<file path="src/rtl/logic_reduce_seq.sv">
// Sequential multi-operand bitwise reducer: folds a programmable number of W-bit
// operands from a valid/ready stream with AND/OR/XOR/XNOR and reports the result.
module logic_reduce_seq #(
   parameter int W = 8,
   parameter int N_MAX = 16,
   localparam int LEN_W = $clog2(N_MAX + 1)
) (
   input  logic             clk,
   input  logic             reset,
   input  logic             start,
   input  logic [1:0]       op,
   input  logic [LEN_W-1:0] len,
   input  logic [W-1:0]     din,
   input  logic             din_valid,
   output logic             din_ready,
   output logic             busy,
   output logic [W-1:0]     y,
   output logic             y_red,
   output logic             done_tick
);

   typedef enum logic [1:0] {IDLE, ACC, DONE} state_t;

   localparam logic [1:0] OP_AND  = 2'b00;
   localparam logic [1:0] OP_OR   = 2'b01;
   localparam logic [1:0] OP_XOR  = 2'b10;
   localparam logic [1:0] OP_XNOR = 2'b11;

   localparam logic [LEN_W-1:0] LEN_MAX = LEN_W'(N_MAX);

   state_t           state;
   logic [1:0]       op_q;
   logic [W-1:0]     acc;
   logic [LEN_W-1:0] cnt;

   // Starting value that leaves the first operand unchanged under each operator
   function automatic logic [W-1:0] identity(input logic [1:0] o);
      if (o == OP_AND || o == OP_XNOR)
         return '1;
      else
         return '0;
   endfunction

   function automatic logic [W-1:0] fold(input logic [1:0] o,
                                         input logic [W-1:0] a,
                                         input logic [W-1:0] b);
      case (o)
         OP_AND:  return a & b;
         OP_OR:   return a | b;
         OP_XOR:  return a ^ b;
         default: return ~(a ^ b);
      endcase
   endfunction

   function automatic logic reduce(input logic [1:0] o, input logic [W-1:0] a);
      case (o)
         OP_AND:  return &a;
         OP_OR:   return |a;
         OP_XOR:  return ^a;
         default: return ~^a;
      endcase
   endfunction

   // din_ready and busy are registered alongside the state so they track it exactly
   always_ff @(posedge clk) begin
      if (reset) begin
         state     <= IDLE;
         op_q      <= OP_AND;
         acc       <= '0;
         cnt       <= '0;
         y         <= '0;
         y_red     <= 1'b0;
         done_tick <= 1'b0;
         din_ready <= 1'b0;
         busy      <= 1'b0;
      end else begin
         done_tick <= 1'b0;
         case (state)
            IDLE: begin
               if (start) begin
                  op_q <= op;
                  acc  <= identity(op);
                  cnt  <= (len > LEN_MAX) ? LEN_MAX : len;
                  busy <= 1'b1;
                  if (len == '0) begin
                     state <= DONE;
                  end else begin
                     state     <= ACC;
                     din_ready <= 1'b1;
                  end
               end
            end
            ACC: begin
               if (din_valid && din_ready) begin
                  acc <= fold(op_q, acc, din);
                  cnt <= cnt - LEN_W'(1);
                  if (cnt == LEN_W'(1)) begin
                     state     <= DONE;
                     din_ready <= 1'b0;
                  end
               end
            end
            DONE: begin
               y         <= acc;
               y_red     <= reduce(op_q, acc);
               done_tick <= 1'b1;
               busy      <= 1'b0;
               state     <= IDLE;
            end
            default: begin
               state     <= IDLE;
               busy      <= 1'b0;
               din_ready <= 1'b0;
            end
         endcase
      end
   end

endmodule

</file>
<file path="config.mk">
export PLATFORM = sky130hd
export DESIGN_NAME = logic_reduce_seq
export DESIGN_NICKNAME = d
export VERILOG_FILES = /design/src/rtl/logic_reduce_seq.sv
export SDC_FILE = /design/constraint.sdc
export NUM_CORES = 1
export LEC_CHECK = 0
export ABC_AREA = 1
export CAP_MARGIN = 20
export CORE_UTILIZATION = 45
export DETAILED_ROUTE_END_ITERATION = 10
export DONT_BUFFER_PORTS = 1
export GPL_ROUTABILITY_DRIVEN = 1
export PLACE_DENSITY_LB_ADDON = 0.15
export SETUP_SLACK_MARGIN = 0.3
export SYNTH_ARGS = -nofsm -noshare
export SYNTH_HDL_FRONTEND = slang
export SYNTH_SLANG_ARGS = --single-unit
</file>
<file path="constraint.sdc">
create_clock -name clk -period 1.7 [get_ports clk]
set_input_delay 0.255 -clock clk [delete_from_list [all_inputs] [get_ports clk]]
set_output_delay 0.255 -clock clk [all_outputs]
set_load 0.02 [all_outputs]
</file>
; After elaboration in Yosys (flattened, before gate mapping)
; Cells that the tools add are included.
[op_classes]
add_sub_neg = 1
multipliers = 0
div = 0
n_lt_le_gt_ge = 1
n_eq_ne = 10
shifts = 0
muxes = 23
bitwise_logic = 6
n_reduce_logical = 16
[op_table]
columns = operator, count
row1 = 8-bit two-way mux, 3
row2 = 8-bit one-hot mux with 3 select lines, 1
row3 = 8-bit one-hot mux with 2 select lines, 1
row4 = 5-bit two-way mux, 3
row5 = 5-bit one-hot mux with 2 select lines, 1
row6 = 8-bit bitwise AND, 1
row7 = 2-bit two-way mux, 4
row8 = "2-bit != test, second input constant", 4
row9 = 8-bit NOT, 1
row10 = 8-bit OR, 1
row11 = 8-bit AND reduction, 1
row12 = 8-bit OR reduction, 1
row13 = 8-bit XNOR reduction, 1
row14 = 8-bit parity, 1
row15 = 8-bit XOR, 1
row16 = "2-bit == test, second input constant", 3
row17 = 2-bit logical NOT, 3
row18 = 1-bit two-way mux, 6
row19 = 1-bit one-hot mux with 3 select lines, 2
row20 = 3-bit AND reduction, 2
row21 = "5-bit by 1-bit == test with 1-bit output, second input constant", 1
row22 = "5-bit > comparator, second input constant", 1
row23 = 5-bit logical NOT, 1
row24 = 5-bit AND reduction, 1
row25 = other kinds (9), 12
[word_totals]
regBits = 29
latch_bits = 0
ramBits = 0
romBits = 0
out_inout_bits = 12
word_cells = 66
mem_count = 0

; Logic depth before layout (Yosys ltp)
; Gate-level depths: netlist of run 1.
[depth]
ltp_word = 5
depth_mapped = 11

; Worst setup path before layout of run 1
; No wires, ideal clock.
[synth_path]
kind = reg-to-reg
startpoint = register acc[6]
endpoint = register y_red
setup_time_ps = 70
arrival_time_ps = 1257
t_required_ps = 1630
path_slack_ps = 374
stages_incl_launch_ff = 12
n_path_buf = 0
cell_sequence = dfxtp_1 > inv_1 > ha_1 > nor2_1 > inv_1 > nand2_1 > nand2_1 > nand3_1 > nand2_1 > inv_1 > nand2_1 > a21oi_1
[synth_between]
elab_chain_cells = 2
word_cells_on_any_way = 5
classes_between = 1 x mux / 4 x reduce/logical
[synth_rtl]
columns = item, line
row1 = "start, declared", 33  ; logic [W-1:0] acc;
row2 = "start signal, assigned", 82  ; acc <= identity(op);
row3 = "start signal, assigned", 95  ; acc <= fold(op_q, acc, din);
row4 = "8-bit XNOR reduction, or another cell as far along", 60  ; default: return ~^a;
row5 = 1-bit one-hot mux with 3 select lines (*), 56  ; case (o)
row6 = "end signal, assigned", 105  ; y_red <= reduce(op_q, acc);
row7 = "end, declared", 18  ; output logic y_red,
; Mark *: on every way between the ends. The rest lies on a longest branch, timed or not.
; A chain may end at the register's enable or synchronous reset.

; Final worst setup path of run 1
[layout_path]
startpoint = register state[0]
endpoint = register acc[5]
[layout_between]
elab_chain_cells = 3
word_cells_on_any_way = 7
classes_between = 3 x eq/ne / 1 x mux / 3 x reduce/logical
[layout_rtl]
columns = item, line
row1 = "start, declared", 31  ; state_t state;
row2 = "start signal, assigned", 67  ; state <= IDLE;
row3 = "start signal, assigned", 86  ; state <= DONE;
row4 = "start signal, assigned", 88  ; state <= ACC;
row5 = 2-bit by 1-bit == test with 1-bit output / 2-bit logical NOT (equally long branches), 78  ; case (state)
row6 = 2-bit != test (no source line) / 2-bit nonzero test (equally long branches), -
row7 = 3-bit AND reduction (no source line), -
; Several ways; a longest one is shown, not always the timed one.

==> flow_metrics.tcl, run 1 <==
set metrics [dict create \
    synth-seq-cells 29 \
    total_die_area_sq_mm 0.00464 \
    cellLeakagePower_nw 1.10 \
    fmax_ghz 0.739 \
    std_cell_rows 23 \
    cts_root_buf "clkbuf_8" \
    ir_drop_v 0.000875 \
    ratio_of_total_power_to_cell_area_mw_per_mm2 1180 \
    tritoncts "yes" \
    worst_path_most_repeated_cell "nand2_2" \
    timing_worst_setup_path_type "reg2reg" \
    setup_viol 0 \
    critPathArrivalTime_ps 1530 \
    yosysWarnings 0 \
    finalWirelength_microns 4590 \
    initial_utilization_pct 48.1 \
    syn-instance-count 276 \
    yosys.cell_types.count 27 \
    critical_path.slowest_cell "dfxtp_4" \
    clkSinkCount 29 \
    areaGrowthSynthToFinish_pct 17.0 \
    fillCellCount 397 \
    maximum_buffer_depth_of_the_clock_tree 2 \
    cap_violations 0 \
    die_w_microns 68.1 \
    hpwlAfterDp_microns 3490 \
    htree_num_levels 2 \
    wp_buf_inv 3 \
    slew_violations 0 \
    clk_latency_ps 290 \
    finalHoldViolations 0 \
    whs_ps 19.3 \
    detailroute.via_count 1769 \
    portBuffers 0 \
    avgRoutedWirePerCell_microns 13.4 \
    timing.max_slew.rel_slack_pct 65.3 \
    post_synth.cell_area_avg_sq_um 7.13 \
    final_clock_period_utilization_by_the_worst_path_pct 79.6 \
    detail_route.first_pass.iterations 4 \
    antenna_found_initial 0 \
    crit_chain "inv_4, nor2_4, nand2_2, nand2_2, nor2_2, buf_4, o211ai_1, inv_1" \
    top_level_ports 31 \
    fraction_of_final_layout_cells_with_drive_strength_greater_than_1_pct 24.0 \
    rsz0062_at_grt "yes" \
    run_status "finished clean" \
    endpoint_kind "register" \
    cts_inserted_buffers 5 \
    placeableCoreArea_sq_mm 0.00409 \
    first_pass_grt_wire_length_microns 6880 \
    chipHeight_microns 68.1 \
    drcViolationCount 0 \
    seq_area_frac_synth_pct 29.5 \
    critical-path-top-delay-family "simple AND/OR/NAND/NOR gates" \
    rrSetupSlack_ps 350 \
    place_congestion 0.834 \
    vias_per_cell 5.17 \
    path_max_fanout 7 \
    clock-skew-final_ps 8.95 \
    worst-slew-pin-transition_ps 520 \
    finalWorstPathRequiredPeriod_ps 1350 \
    post_synthesis_net_count 321 \
    critPathLaunchType "register" \
    finalSetupTns_ps 0 \
    routed_antenna_nets 0 \
    cts_hold_repair.buffers 0 \
    antenna_cells_inserted 0 \
    drt_first_iter_violations 76 \
    hold_path_class "in2reg" \
    critPathRequiredTime_ps 1880 \
    vias_in_the_first_global_route 1541 \
    number_of_nets_in_the_layout 336 \
    globalRoute.totalOverflow 0 \
    synthesized_area_sq_mm 0.00197 \
    grt_max_degree 18 \
    groute.usage.overall_pct 20.9 \
    clk_transition_reported_paths_ps 70 \
    cp_slowest_stage_delay_ps 380 \
]
flip-flops by register name, indices dropped and copies added (netlist names):
register	flops
acc	8
busy	1
cnt	5
din_ready	1
done_tick	1
op_q	2
state	2
y	8
y_red	1
layer usage:
layer	up-vias	routed length, microns	GRT usage [%]
met5	-	0	0
met3	7	169	5.17
met4	0	58	7.03
li1	921	-	-
met2	27	2100	33.2
met1	814	2260	27.3
cells in the mapped netlist, drive strengths merged:
cell type,number,area share [%]
nand2,66,13
o21ai,25,6.7
o211ai,8,3.1
inv,45,8.6
ha,26,17
nand3,9,2.3
a31oi,2,0.64
dfxtp,29,30
xnor2,1,0.45
nor2,24,6.1
a22oi,1,0.38
or2,1,0.32
a21oi,28,7.9
clkbuf,1,0.25
a31o,1,0.45
buf,5,2.2
nand4,4,1.3
cell type report:
type | instances | area, sq um | area share, %
clock buffers | 7 | 96.3 | 4.19
clock inverters | 1 | 5.00 | 0.218
inverters | 45 | 176 | 7.67
multi-input cells | 196 | 1250 | 54.3
flip-flops and latches | 29 | 599 | 26.0
well taps | 50 | 62.6 | 2.72
repair buffers | 14 | 113 | 4.89
where the power goes:
| part | total, mW | internal (mW) | switching [mW] |
|---|---|---|---|
| sequential | 0.924 | 0.802 | 0.121 |
| combinational | 1.16 | 0.485 | 0.671 |
| clock | 0.639 | 0.365 | 0.274 |
final timing paths:
path                                             from               endpoint  cells after the start
worst max-delay path            state[0]$_SDFFE_PP0P_    acc[5]$_SDFFE_PP0P_                      8
worst max register to register  state[0]$_SDFFE_PP0P_    acc[5]$_SDFFE_PP0P_                      8
worst min-delay path                            reset  state[0]$_SDFFE_PP0P_                      1
worst min register to register    cnt[2]$_SDFFE_PP0P_    cnt[2]$_SDFFE_PP0P_                      2
timing repair:
item                       CTS  global route
setup endpoints to repair    3            17
cloned                       0             0
buffers inserted             1             6
pin swaps                    1             6
gates resized for setup     10            31
kinds of logic after synthesis:
logic type / share of synthesized area (%)
xor gates and xnor gates: 0.445
adders and majority gates: 16.5
buffers and inverters: 11.0
DFF: 29.5
AOI/OAI and AO/OA: 19.1
and+or+nand+nor: 23.3
through the flow:
stage | instance area (sq um) | worst slack [ps] | std cells | total power [mW] | utilization (%)
after floorplan | 1970 | 374 | 276 | 1.67 | -
after global placement | 2030 | 214 | 327 | 1.86 | 49.8
after detailed placement | 2030 | 188 | 327 | 1.87 | 49.8
after CTS | 2180 | 267 | 336 | 2.56 | 53.3
after global routing | 2300 | 258 | 342 | 2.92 | 56.3
final | 2300 | 347 | 342 | 2.72 | 56.3
cell usage in the layout, fill, tap and decap left out, types with 2 or more instances in the layout:
master and instances:
ha_4 4, a21oi_2 4, o21ai_2 2, nand4_1 4, a21oi_1 24, o21ai_0 16, ha_1 22, buf_4 13
dfxtp_4 2, o211ai_1 8, inv_1 34, nor2_4 5, inv_4 3, o21ai_1 7, nand2_2 5, inv_2 8
nand3_1 9, nand2_1 60, nor2_2 3, dfxtp_2 9, dfxtp_1 18, nor2_1 16, a31oi_1 2, clkbuf_8 7
(Power assumes the default switching activity.)
==> run 2: changes to the inputs <==
clock period = 1.1 ns   (was 1.7 ns; I/O delays follow)
==> flow_metrics.tcl, run 2 (same netlist as run 1, synthesis figures left out) <==
set metrics [dict create \
    run_status "finished with violations" \
    ratio_of_total_power_to_cell_area_mw_per_mm2 1700 \
    slew_violations 0 \
    critical_path.slowest_cell "dfxtp_4" \
    cap_violations 0 \
    finalWorstPathRequiredPeriod_ps 1350 \
    drcViolationCount 0 \
    top_flop_regs "acc: 8 flops, y: 8 flops, cnt: 5 flops" \
    initial_utilization_pct 48.1 \
    comb_power_share_pct 53.6 \
    power.share.clock_pct 18.6 \
    power_switching_mw 1.97 \
    rsz0062_at_grt "yes" \
    cellLeakagePower_nw 1.38 \
    fmax_ghz 0.741 \
    ir_drop_v 0.00103 \
    critPathArrivalTime_ps 1520 \
    groute.usage.overall_pct 23.9 \
    wp_buf_inv 3 \
    placeableCoreArea_sq_mm 0.00409 \
    first_pass_grt_wire_length_microns 8070 \
    seq_power_share_pct 27.8 \
    worst-slew-pin-transition_ps 591 \
    hpwlAfterDp_microns 3710 \
    maximum_buffer_depth_of_the_clock_tree 2 \
    clkSinkCount 29 \
    chipHeight_microns 68.1 \
    vias_in_the_first_global_route 1721 \
    path_max_fanout 8 \
    cp_slowest_stage_delay_ps 360 \
    final_cell_mix "nand2_1 (56), buf_4 (41), inv_1 (31)" \
    routed_antenna_nets 0 \
    die_w_microns 68.1 \
    place_congestion 0.884 \
    critPathRequiredTime_ps 1270 \
    timing_worst_setup_path_type "reg2reg" \
    finalHoldViolations 0 \
    finalWirelength_microns 5660 \
    endpoint_kind "register" \
    layout.cells.most_common "nand2_1" \
    avgRoutedWirePerCell_microns 14.5 \
    top_level_ports 31 \
    fraction_of_final_layout_cells_with_drive_strength_greater_than_1_pct 47.4 \
    std_cell_rows 23 \
    final_design_area_no_fill_sq_mm 0.00295 \
    tritoncts "yes" \
    postLayoutCoreUtil_pct 72.3 \
    hold_path_class "in2reg" \
    netSwitchingFraction_pct 39.3 \
    cts_root_buf "clkbuf_8" \
    clk_transition_reported_paths_ps 70 \
    grt_max_degree 18 \
    preCtsSetupSlack_ps -199 \
    antenna_cells_inserted 0 \
    number_of_nets_in_the_layout 384 \
    final_clock_period_utilization_by_the_worst_path_pct 123 \
    cts_inserted_buffers 5 \
    globalRoute.totalOverflow 0 \
    clock-skew-final_ps 10.1 \
    failed_checks "setup timing" \
    fin_ws_ps -250 \
    drt_first_iter_violations 114 \
    total_die_area_sq_mm 0.00464 \
    critPathLaunchType "register" \
    critical-path-top-delay-family "simple AND/OR/NAND/NOR gates" \
    htree_num_levels 2 \
    setup_viol 25 \
    cellInternalPower_mw 3.04 \
    detail_route.first_pass.iterations 4 \
    portBuffers 0 \
    antenna_found_initial 0 \
    areaGrowthSynthToFinish_pct 50.1 \
    crit_chain "inv_4, nor2_4, nand2_2, nand2_4, inv_4, nand2_4, nor2_4, nand2_1, o211ai_1, inv_1" \
    detailroute.via_count 2022 \
    clk_latency_ps 290 \
    placed_area_sq_mm 0.00252 \
    fin_total_pwr_mw 5.02 \
    timing.max_slew.rel_slack_pct 60.6 \
    vias_per_cell 5.18 \
]
## run 2: changes by cell type in the layout (fill, tap and decap cells not counted), sizes merged
cell	delta
clkinv	-1
dlygate4sd3	+1
clkbuf	+2
buf	+46
## run 2: area by class of cell
| class | count | area (sq um) |
|---|---|---|
| Sequential cell | 29 | 626 |
| Inverter | 45 | 181 |
| Fill cell | 319 | 1130 |
| Clock buffer | 8 | 90.1 |
| Multi-Input combinational cell | 196 | 1430 |
| Tap cell | 50 | 62.6 |
| Timing Repair Buffer | 62 | 561 |
## run 2: tightest hold or removal path: stages
cell	delay, ps
a21oi_2	10
nand2_1	50
inv_1	30
## run 2: path summary, 6_finish.rpt
kind	end	from	slack, ps	cells past startpoint
max	acc[5]$_SDFFE_PP0P_	state[0]$_SDFFE_PP0P_	-250	10
min	acc[0]$_SDFFE_PP0P_	reset	2	3
max reg2reg	acc[5]$_SDFFE_PP0P_	state[0]$_SDFFE_PP0P_	-250	10
min reg2reg	cnt[2]$_SDFFE_PP0P_	cnt[2]$_SDFFE_PP0P_	480	2
## run 2: stage by stage
stage	TNS, ps	hold slack (ps)	cells
final	-3130	1.65	390
after global routing	-5000	10.3	390
after global placement	-1900	231	371
after detailed placement	-2300	237	371
after floorplan	-574	287	276
after CTS	-2400	-77.6	384
## run 2: routing by layer
layer / GRT usage, % / vias to the layer above / part of all wire (%)
met5: 0 / - / 0
met4: 7.29 / 0 / 1.3
met3: 6.33 / 8 / 6.7
met2: 35.5 / 63 / 46
met1: 33.1 / 928 / 45
li1: - / 1023 / -
## run 2: power groups by stage
stage	Combinational, mW	Sequential [mW]	Clock, mW
6_report	2.69	1.40	0.932
5_1_grt	2.94	1.41	0.996
4_1_cts	2.40	1.39	0.954
3_5_place_dp	2.14	1.39	0
3_3_place_gp	2.13	1.38	0
2_1_floorplan	1.36	1.43	0
## run 2: what timing repair did
action	CTS	global route
setup buffers	5	4
pin swaps	8	13
endpoints found under the hold margin	9	6
endpoints found under the setup margin	41	41
resized for setup	60	27
cloned	0	1
==> run 3: changes to the inputs <==
--- a/config.mk
+++ b/config.mk
@@ -8,5 +8,7 @@
 export ABC_AREA = 1
 export CAP_MARGIN = 20
-export CORE_UTILIZATION = 45
+export CELL_PAD_IN_SITES_DETAIL_PLACEMENT = 2
+export CELL_PAD_IN_SITES_GLOBAL_PLACEMENT = 2
+export CORE_UTILIZATION = 32
 export DETAILED_ROUTE_END_ITERATION = 10
 export DONT_BUFFER_PORTS = 1
==> constraint.sdc (replaced) <==
create_clock -name clk -period 1.1 [get_ports clk]
set_input_delay 0.33 -clock clk [delete_from_list [all_inputs] [get_ports clk]]
set_output_delay 0.33 -clock clk [all_outputs]
set_load 0.02 [all_outputs]
==> flow_metrics.tcl, run 3 (same netlist as run 1, synthesis figures left out) <==
set metrics [dict create \
    wp_buf_inv 2 \
    final_cells 422 \
    fraction_of_final_layout_cells_with_drive_strength_greater_than_1_pct 55.0 \
    finalWorstPathRequiredPeriod_ps 1580 \
    layout.cells.most_common "buf_4" \
    timing.max_slew.rel_slack_pct 79.3 \
    path_max_fanout 3 \
    std_cell_rows 28 \
    cellLeakagePower_nw 1.44 \
    clk_transition_reported_paths_ps 80 \
    fin_ws_ps -477 \
    multiInputGateArea_sq_mm 0.00151 \
    final_cell_mix "buf_4 (52), nand2_1 (46), inv_1 (29)" \
    drcViolationCount 0 \
    antenna_cells_inserted 0 \
    cp_slowest_stage_delay_ps 350 \
    clk_latency_ps 310 \
    comb_power_share_pct 58.5 \
    antenna_found_initial 0 \
    cap_violations 0 \
    clock-skew-final_ps 11.4 \
    final_clock_period_utilization_by_the_worst_path_pct 143 \
    globalRoute.totalOverflow 0 \
    critPathRequiredTime_ps 1330 \
    critPathArrivalTime_ps 1800 \
    place_congestion 0.797 \
    rsz0062_at_grt "yes" \
    htree_num_levels 2 \
    worst-slew-pin-transition_ps 307 \
    failed_checks "setup timing" \
    final_design_area_no_fill_sq_mm 0.00319 \
    avgRoutedWirePerCell_microns 27.3 \
    preCtsSetupSlack_ps -316 \
    grt_max_degree 18 \
    groute.usage.overall_pct 29.1 \
    power.share.clock_pct 16.8 \
    detail_route.first_pass.iterations 4 \
    seq_power_share_pct 24.7 \
    netSwitchingFraction_pct 45.1 \
    place_inst 396 \
    critical-path-top-delay-family "flip-flops" \
    clkSinkCount 29 \
    fin_total_pwr_mw 5.95 \
    register_area_sq_um 648 \
    hpwlAfterDp_microns 5860 \
    areaGrowthSynthToFinish_pct 62.2 \
    slew_violations 0 \
    power_switching_mw 2.69 \
    run_status "finished with violations" \
    ratio_of_total_power_to_cell_area_mw_per_mm2 1870 \
    finalHoldViolations 0 \
    ir_drop_v 0.00110 \
    chipHeight_microns 80.4 \
    tritoncts "yes" \
    routed_antenna_nets 0 \
    critical_path.slowest_cell "dfxtp_2" \
    finalSetupTns_ps -6800 \
    vias_in_the_first_global_route 2463 \
    total_die_area_sq_mm 0.00646 \
    crit_chain "inv_2, ha_4, xnor2_1, nand2_2, nand3_2, nand2_1, inv_1, nand2_1, a21oi_1" \
    detailroute.via_count 2297 \
    finalWirelength_microns 11500 \
    critPathLaunchType "register" \
    endpoint_kind "register" \
    die_w_microns 80.4 \
    placed_area_sq_mm 0.00256 \
    vias_per_cell 5.44 \
    timing.critical_path.depth 9 \
    cellInternalPower_mw 3.27 \
    worst_path_most_repeated_cell "nand2_1" \
    top_level_ports 31 \
    number_of_nets_in_the_layout 392 \
    timing_worst_setup_path_type "reg2reg" \
    first_pass_grt_wire_length_microns 13700 \
    top_flop_regs "acc: 8 flops, y: 8 flops, cnt: 5 flops" \
    setup_viol 27 \
    cts_root_buf "clkbuf_8" \
    portBuffers 0 \
    drt_first_iter_violations 129 \
    hold-path-cell-count 1 \
    cts_inserted_buffers 5 \
    placeableCoreArea_sq_mm 0.00592 \
    hold_path_class "in2reg" \
    fmax_ghz 0.634 \
    initial_utilization_pct 33.2 \
    fillCellCount 624 \
    maximum_buffer_depth_of_the_clock_tree 2 \
    worstRegToRegCells 9 \
]
run 3: changes by cell type in the layout (fill, tap and decap cells not counted), sizes merged:
cell         delta
dlygate4sd3     -1
buf             +8
run 3: worst register-to-register path, cell delays in order (launching register included):
cell and delay [ps]:
dfxtp_2 350, inv_2 80, ha_4 270, xnor2_1 280, nand2_2 130, nand3_2 90, nand2_1 50, inv_1 70
nand2_1 50, a21oi_1 120
run 3: path summary, 6_finish.rpt:
kind	startpoint	endpoint	slack [ps]
max	acc[2]$_SDFFE_PP0P_	y_red$_SDFFE_PP0N_	-480
min	reset	busy$_SDFFE_PP0P_	80
max reg2reg	acc[2]$_SDFFE_PP0P_	y_red$_SDFFE_PP0N_	-480
min reg2reg	cnt[4]$_SDFFE_PP0P_	cnt[4]$_SDFFE_PP0P_	510
run 3: power groups by stage:
stage | sequential, mW | combinational [mW] | clock, mW
floorplan | 1.43 | 1.35 | 0
global placement | 1.42 | 2.21 | 0
detailed placement | 1.44 | 2.38 | 0
CTS | 1.43 | 2.69 | 0.974
global route | 1.49 | 3.66 | 1.04
finish | 1.47 | 3.48 | 1.00
run 3: metal layers:
layer | track usage, % | wire length, microns
met5 | 0 | 0
met4 | 9.29 | 398
met3 | 4.66 | 424
met2 | 50.1 | 5740
met1 | 36.7 | 4950
run 3: stage by stage:
stage               util, %  hold WS, ps
floorplan                 -          439
global placement       43.2          401
detailed placement     43.2          401
CTS                    47.7         83.6
global route           53.9         69.5
finish                 53.9         79.9
run 3: what timing repair did:
action,in CTS,in global routing
hold buffers,0,0
resized for setup,50,68
gates cloned,0,2
endpoints found under the setup margin,41,41
pin swaps,9,29
buffers inserted,6,11
run 3: cell type report:
cell class	instances	share of cell area [%]
multi-input cells	196	47.3
repair buffers	70	20.5
flip-flops and latches	29	20.3
inverters	45	6.16
well taps	75	2.94
clock buffers	7	2.71
